==> config.mk <==
export PLATFORM = sky130hd
export DESIGN_NAME = spi_master_ctrl_flat
export DESIGN_NICKNAME = d
export VERILOG_FILES = /design/src/rtl/spi_master_ctrl_if.sv /design/src/rtl/spi_master_ctrl.sv /design/src/flat_wrapper.sv
export SDC_FILE = /design/constraint.sdc
export NUM_CORES = 1
export LEC_CHECK = 0
export ABC_AREA = 1
export BUFFER_PORTS_ARGS = -buffer_cell sky130_fd_sc_hd__buf_2
export CELL_PAD_IN_SITES_DETAIL_PLACEMENT = 1
export CELL_PAD_IN_SITES_GLOBAL_PLACEMENT = 1
export CORE_MARGIN = 2
export CORE_UTILIZATION = 45
export DETAILED_ROUTE_END_ITERATION = 8
export HOLD_SLACK_MARGIN = 0.15
export PLACE_DENSITY_LB_ADDON = 0.15
export SLEW_MARGIN = 20
export SYNTH_ARGS = -nofsm -noshare
export SYNTH_HDL_FRONTEND = slang
export SYNTH_SLANG_ARGS = --single-unit
==> constraint.sdc <==
create_clock -name clk -period 4.54 [get_ports clk]
set_clock_uncertainty 0.05 [all_clocks]
set_input_delay 0.454 -clock clk [delete_from_list [all_inputs] [get_ports clk]]
set_output_delay 0.454 -clock clk [all_outputs]
set_load 0.005 [all_outputs]
==> src/rtl/spi_master_ctrl_if.sv <==
// spi_master_ctrl_if: request/response handshake and SPI pins of the
// host-side SPI sequencer.
interface spi_master_ctrl_if;
    logic       req_valid;
    logic       req_ready;
    logic       req_rw;
    logic [6:0] req_addr;
    logic [7:0] req_wdata;
    logic       rsp_valid;
    logic [7:0] rsp_rdata;
    logic       rsp_err;
    logic       busy;
    logic       cs_pin;
    logic       sclk_pin;
    logic       mosi_pin;
    logic       miso_pin;

    modport slave (
        input  req_valid, req_rw, req_addr, req_wdata, miso_pin,
        output req_ready, rsp_valid, rsp_rdata, rsp_err, busy,
        output cs_pin, sclk_pin, mosi_pin
    );

    modport master (
        output req_valid, req_rw, req_addr, req_wdata, miso_pin,
        input  req_ready, rsp_valid, rsp_rdata, rsp_err, busy,
        input  cs_pin, sclk_pin, mosi_pin
    );
endinterface

==> src/rtl/spi_master_ctrl.sv <==
// spi_master_ctrl: host-side SPI mode-0 sequencer for the Lab2 SPI memory slave.
// Define SPI_CTRL_READBACK_EN to auto-read back every write and flag mismatches.
module spi_master_ctrl #(
    parameter int CLKDIV  = 5,
    parameter int CS_IDLE = 2
) (
    input logic              clk,
    input logic              reset_n,
    spi_master_ctrl_if.slave bus
);

`ifdef SPI_CTRL_READBACK_EN
    localparam bit RB_EN = 1'b1;
`else
    localparam bit RB_EN = 1'b0;
`endif

    localparam int DW = (CLKDIV > 1) ? $clog2(CLKDIV) : 1;
    localparam int GW = $clog2(CS_IDLE + 1);
    localparam logic [DW-1:0] DIV_LAST = DW'(CLKDIV - 1);
    localparam logic [GW-1:0] GAP_LAST = GW'(CS_IDLE - 1);

    typedef enum logic [2:0] {
        S_IDLE,
        S_SETUP,
        S_SHIFT,
        S_HOLD,
        S_GAP
    } state_e;

    state_e        state_q;
    logic [DW-1:0] div_q;
    logic [DW-1:0] div_d;
    logic          tick;
    logic [GW-1:0] gap_q;
    logic [3:0]    bit_q;
    logic [15:0]   tx_q;
    logic [7:0]    rx_q;
    logic          rw_q;
    logic [6:0]    addr_q;
    logic [7:0]    wdata_q;
    logic          rb_q;
    logic          chk_q;
    logic          cs_q;
    logic          sclk_q;
    logic          mosi_q;
    logic          ready_q;
    logic          busy_q;
    logic          rsp_valid_q;
    logic [7:0]    rdata_q;
    logic          err_q;

    always_comb begin
        tick  = (div_q == DIV_LAST);
        div_d = tick ? '0 : div_q + 1'b1;
    end

    always_ff @(posedge clk or negedge reset_n) begin
        if (!reset_n) begin
            state_q     <= S_IDLE;
            div_q       <= '0;
            gap_q       <= '0;
            bit_q       <= '0;
            tx_q        <= '0;
            rx_q        <= '0;
            rw_q        <= 1'b0;
            addr_q      <= '0;
            wdata_q     <= '0;
            rb_q        <= 1'b0;
            chk_q       <= 1'b0;
            cs_q        <= 1'b1;
            sclk_q      <= 1'b0;
            mosi_q      <= 1'b0;
            ready_q     <= 1'b1;
            busy_q      <= 1'b0;
            rsp_valid_q <= 1'b0;
            rdata_q     <= '0;
            err_q       <= 1'b0;
        end else begin
            rsp_valid_q <= 1'b0;
            div_q       <= div_d;
            unique case (state_q)
                S_IDLE: begin
                    div_q <= '0;
                    // A pending readback reuses the write's address as a read frame
                    if (rb_q) begin
                        state_q <= S_SETUP;
                        cs_q    <= 1'b0;
                        bit_q   <= '0;
                        rw_q    <= 1'b1;
                        tx_q    <= {addr_q, 1'b1, 8'h00};
                        mosi_q  <= addr_q[6];
                        rb_q    <= 1'b0;
                        chk_q   <= 1'b1;
                    end else if (bus.req_valid && ready_q) begin
                        state_q <= S_SETUP;
                        cs_q    <= 1'b0;
                        ready_q <= 1'b0;
                        busy_q  <= 1'b1;
                        bit_q   <= '0;
                        rw_q    <= bus.req_rw;
                        addr_q  <= bus.req_addr;
                        wdata_q <= bus.req_wdata;
                        tx_q    <= {bus.req_addr, bus.req_rw,
                                    bus.req_rw ? 8'h00 : bus.req_wdata};
                        mosi_q  <= bus.req_addr[6];
                        chk_q   <= 1'b0;
                    end
                end
                S_SETUP: begin
                    if (tick) begin
                        state_q <= S_SHIFT;
                        sclk_q  <= 1'b1;
                    end
                end
                S_SHIFT: begin
                    if (tick) begin
                        if (sclk_q) begin
                            sclk_q <= 1'b0;
                            if (bit_q == 4'd15) begin
                                state_q <= S_HOLD;
                                mosi_q  <= 1'b0;
                            end else begin
                                bit_q  <= bit_q + 4'd1;
                                tx_q   <= {tx_q[14:0], 1'b0};
                                mosi_q <= tx_q[14];
                            end
                        end else begin
                            sclk_q <= 1'b1;
                            if (rw_q && bit_q[3])
                                rx_q <= {rx_q[6:0], bus.miso_pin};
                        end
                    end
                end
                S_HOLD: begin
                    if (tick) begin
                        state_q <= S_GAP;
                        cs_q    <= 1'b1;
                        gap_q   <= '0;
                        if (rw_q) begin
                            rsp_valid_q <= 1'b1;
                            rdata_q     <= rx_q;
                            err_q       <= RB_EN && chk_q && (rx_q != wdata_q);
                        end else if (RB_EN) begin
                            rb_q <= 1'b1;
                        end
                    end
                end
                S_GAP: begin
                    div_q <= '0;
                    gap_q <= gap_q + 1'b1;
                    if (gap_q == GAP_LAST) begin
                        state_q <= S_IDLE;
                        if (!rb_q) begin
                            ready_q <= 1'b1;
                            busy_q  <= 1'b0;
                        end
                    end
                end
                default: state_q <= S_IDLE;
            endcase
        end
    end

    assign bus.req_ready = ready_q;
    assign bus.busy      = busy_q;
    assign bus.rsp_valid = rsp_valid_q;
    assign bus.rsp_rdata = rdata_q;
    assign bus.rsp_err   = err_q;
    assign bus.cs_pin    = cs_q;
    assign bus.sclk_pin  = sclk_q;
    assign bus.mosi_pin  = mosi_q;

endmodule

==> src/flat_wrapper.sv <==
// flat-port wrapper written by rule: the top's interface ports become plain ports
module spi_master_ctrl_flat 
#(
    parameter int CLKDIV  = 5,
    parameter int CS_IDLE = 2
)
  (clk, reset_n, bus_req_valid, bus_req_rw, bus_req_addr, bus_req_wdata, bus_miso_pin, bus_req_ready, bus_rsp_valid, bus_rsp_rdata, bus_rsp_err, bus_busy, bus_cs_pin, bus_sclk_pin, bus_mosi_pin);
  spi_master_ctrl_if bus_i ();
  input logic clk;
  input logic reset_n;
  input wire logic [$bits(bus_i.req_valid)-1:0] bus_req_valid;
  input wire logic [$bits(bus_i.req_rw)-1:0] bus_req_rw;
  input wire logic [$bits(bus_i.req_addr)-1:0] bus_req_addr;
  input wire logic [$bits(bus_i.req_wdata)-1:0] bus_req_wdata;
  input wire logic [$bits(bus_i.miso_pin)-1:0] bus_miso_pin;
  output wire logic [$bits(bus_i.req_ready)-1:0] bus_req_ready;
  output wire logic [$bits(bus_i.rsp_valid)-1:0] bus_rsp_valid;
  output wire logic [$bits(bus_i.rsp_rdata)-1:0] bus_rsp_rdata;
  output wire logic [$bits(bus_i.rsp_err)-1:0] bus_rsp_err;
  output wire logic [$bits(bus_i.busy)-1:0] bus_busy;
  output wire logic [$bits(bus_i.cs_pin)-1:0] bus_cs_pin;
  output wire logic [$bits(bus_i.sclk_pin)-1:0] bus_sclk_pin;
  output wire logic [$bits(bus_i.mosi_pin)-1:0] bus_mosi_pin;
  assign bus_i.req_valid = bus_req_valid;
  assign bus_i.req_rw = bus_req_rw;
  assign bus_i.req_addr = bus_req_addr;
  assign bus_i.req_wdata = bus_req_wdata;
  assign bus_i.miso_pin = bus_miso_pin;
  assign bus_req_ready = bus_i.req_ready;
  assign bus_rsp_valid = bus_i.rsp_valid;
  assign bus_rsp_rdata = bus_i.rsp_rdata;
  assign bus_rsp_err = bus_i.rsp_err;
  assign bus_busy = bus_i.busy;
  assign bus_cs_pin = bus_i.cs_pin;
  assign bus_sclk_pin = bus_i.sclk_pin;
  assign bus_mosi_pin = bus_i.mosi_pin;
  spi_master_ctrl #(.CLKDIV(CLKDIV), .CS_IDLE(CS_IDLE)) u_core (.clk(clk), .reset_n(reset_n), .bus(bus_i));
endmodule
==> summary.md <==
| Metric | Value |
|---|---|
| Status | `finished, final reports clean` |
| Antenna Nets Post-Route | `0` |
| R2R Path Start | `u_core.div_q[0]$_DFF_PN0_` |
| Hold bufs inserted after CTS | `0` |
| # port buffers | `33` |
| Worst R2R Path Depth | `9` |
| Clk Latency, worst-skew pair | `0.31 ns` |
| Highest Clock Rate | `528 MHz` |
| Flop and latch count out of synthesis | `50` |
| Final instance area | `0.00269 mm²` |
| Total gr overflow | `0` |
| Critical path's slowest cell | `dfrtp_1` |
| Core ar. | `0.00514 mm²` |
| DR vias/cell | `4.93` |
| Buf/Inv on CP | `3` |
| Relative slew slack | `0.577` |
| DP Worst Slack | `2.65 ns` |
| Crit path max fanout | `16` |
| Comb power frac | `0.027` |
| Vias in the first global route | `1,998` |
| Crit path max-delay family | `simple AND/OR/NAND/NOR gates` |
| Clk network pwr share | `0.371` |
| DR vias | `1,923` |
| DR DRC count | `0` |
| Crit path depth | `9` |
| Area growth syn-to-layout | `11.9%` |
| DIE WIDTH | `77.0 µm` |
| Post-Route WL | `5.29 mm` |
| Unrepaired setup endpoints after global routing | `no` |
| Internal | `564 µW` |
| Final worst setup slack | `2.65 ns` |
| # setup viols final | `0` |
| Max_cap viols | `0` |
| CP Class | `flip-flop to flip-flop` |
| Layout cells sized above 1 | `0.209` |
| CTS Buf Count | `5` |
| DRT Pass-1 Iters | `4` |
| Hold Vio Cnt, Final | `0` |
| Synth warn | `0` |
| Worst EP arrival | `2.04 ns` |
| CP Capture Type | `flip-flop` |
| Dpl cell area | `0.00259 mm²` |
| Initial antenna violation count | `0` |
| Sequential share of power | `0.602` |
| Initial DRC count | `91` |
| HPWL after DPL | `3.81 mm` |
| Critical Path, Cell by Cell | `inv_1 -> ha_1 -> nand2_1 -> inv_2 -> nand4_1 -> inv_1 -> nand2_2 -> nand2_1 -> o21ai_2` |
| Die height | `77.0 µm` |
| Mean Syn Cell Area | `8.37 µm²` |
| Clock sinks | `50` |
| Clock tree buffer depth | `2` |
| Worst path max stage delay | `0.41 ns` |
| Fin Setup TNS | `0 ns` |
| Rows | `26` |
| Peak supply drop | `0.000148 V` |
| DR WL/cell | `13.6 µm` |
| Post-Syn Nets | `311` |
| Setup crit start | `u_core.div_q[0]$_DFF_PN0_` |
| Synth unique cells | `28` |
| Die Area | `0.00594 mm²` |
| Switching Share | `0.239` |
| Final slew viol count | `0` |
| Mapped Area | `0.00240 mm²` |
| # H-tree levels | `2` |
| Worst Tran Pin Value | `0.634 ns` |
| CTS tree | `done` |
| Resize count post-CTS | `0` |
| Sw Pwr | `177 µW` |
| Setup repair bufs after CTS | `0` |
| Largest net degree at the start of global routing | `51` |
| Crit path time final | `1.89 ns` |
| IO Pins | `35` |
| Final nets | `343` |
| Initial Utilization | `0.467` |
| First-pass GRT wire length | `9.51 mm` |
| Power per cell area | `276 mW/mm²` |
| Ant diodes | `0` |
| Min-Delay Path Class | `input pin to asynchronous set/reset pin` |
| All-layer global routing usage | `0.202` |
| Startpoint class of the critical path | `flip-flop` |
| Root Driver | `clkbuf_8` |
| Worst EP required | `4.69 ns` |
| Post-synthesis sequential area ratio | `0.522` |
| Static Leak | `1.41 nW` |
| Post-Syn Instances | `287` |
| Final GP Congestion | `0.793` |
| Period utilization | `0.417` |
| Clk slew on worst S/H paths | `0.10 ns` |
-- worst paths after layout --
path,end,slack [ns]
worst max-delay path,u_core.bus.rsp_rdata[4]$_DFFE_PN0P_,2.65
worst min-delay path,u_core.tx_q[13]$_DFFE_PN0P_,0.18
worst max register to register,u_core.bus.rsp_rdata[4]$_DFFE_PN0P_,2.65
worst min register to register,u_core.bus.rsp_rdata[5]$_DFFE_PN0P_,0.44
max in group asynchronous,u_core.bit_q[3]$_DFFE_PN0P_,3.83
min in group clk,u_core.rx_q[0]$_DFFE_PN0P_,0.34
-- power by group through the flow --
stage	Combinational, mW	Clock, mW	Sequential (mW)
2_1_floorplan	0.00300	0	0.454
4_1_cts	0.0211	0.284	0.446
6_report	0.0199	0.275	0.446
3_3_place_gp	0.0209	0	0.454
3_5_place_dp	0.0211	0	0.454
5_1_grt	0.0237	0.303	0.446
-- flip-flops by register name, summed over array words and instances, names as in the netlist --
name,count
u_core.tx_q,15
u_core.bus.rsp_rdata,8
u_core.rx_q,8
u_core.bit_q,4
u_core.div_q,3
u_core.state_q,3
u_core.gap_q,2
u_core.bus.busy,1
u_core.bus.cs_pin,1
u_core.bus.mosi_pin,1
u_core.bus.req_ready,1
u_core.bus.rsp_valid,1
u_core.bus.sclk_pin,1
u_core.rw_q,1
-- layer usage --
layer | share of wire | GRT usage
met1 | 0.46 | 0.264
met2 | 0.50 | 0.340
met4 | 0.017 | 0.0804
met5 | 0 | 0
met3 | 0.025 | 0.0294
-- cell usage after synthesis --
cell type	instances	area, µm²
a21oi_1	2	10.0
buf_2	4	20.0
buf_4	2	15.0
buf_6	3	33.8
clkinv_1	1	3.75
conb_1	1	3.75
dfrtp_1	48	1200
dfstp_2	2	52.6
ha_1	4	50.1
inv_1	20	75.1
inv_2	1	3.75
inv_4	2	12.5
nand2_1	118	443
nand2_2	3	18.8
nand2_4	3	33.8
nand3_1	21	105
nand4_1	1	6.26
nand4_4	1	21.3
nor2_1	14	52.6
nor2_2	1	6.26
nor2_4	3	33.8
o21a_1	1	7.51
o21ai_0	14	70.1
o21ai_1	6	30.0
o21ai_2	7	61.3
or2_2	2	12.5
xnor2_1	1	8.76
xor2_1	1	8.76
-- final cells by class --
type	instances	area [µm²]
tap	70	87.6
sequential	50	1250
clock inverter	3	25.0
fill	674	2450
multi-input combinational	204	983
inverter	24	95.1
timing repair buffer	34	173
clock buffer	5	68.8
-- cell families (layout without fill, tap and decap cells) --
family                   count (synthesis)  after routing  synth area share
AND/OR/NAND/NOR                        167            167             0.305
flip-flops                              50             50             0.522
buffers and inverters                   33             66            0.0683
AO/OA/AOI/OAI                           30             30            0.0745
adder cells (fa/ha/maj)                  4              4            0.0208
XOR/XNOR                                 2              2           0.00730
other                                    1              1           0.00156
-- through the flow --
stage / power (mW) / hold slack, ns / std cells / utilization
finish: 0.741 / 0.184 / 390 / 0.523
global route: 0.772 / 0.246 / 390 / 0.523
CTS: 0.750 / 0.210 / 390 / 0.523
detailed placement: 0.475 / 0.416 / 382 / 0.504
global placement: 0.475 / 0.397 / 382 / 0.504
floorplan: 0.457 / 0.108 / 287 / -
-- cells in the final DEF, fill, tap and decap left out --
master	count
nand4_1	1
inv_4	2
inv_2	1
xor2_1	1
nand2_1	118
nor2_1	14
dfstp_2	2
nand3_1	21
o21a_1	1
dfrtp_1	48
o21ai_1	6
nor2_2	1
or2_2	2
buf_4	1
o21ai_2	7
inv_6	1
nor2_4	3
clkinvlp_4	1
buf_2	33
inv_1	20
clkinv_1	1
clkbuf_8	5
ha_1	4
a21oi_1	2
nand2_2	3
xnor2_1	1
nand2_4	3
nand4_4	1
conb_1	1
clkinv_4	1
o21ai_0	14
No activity file was read; power rests on OpenSTA's default activity.
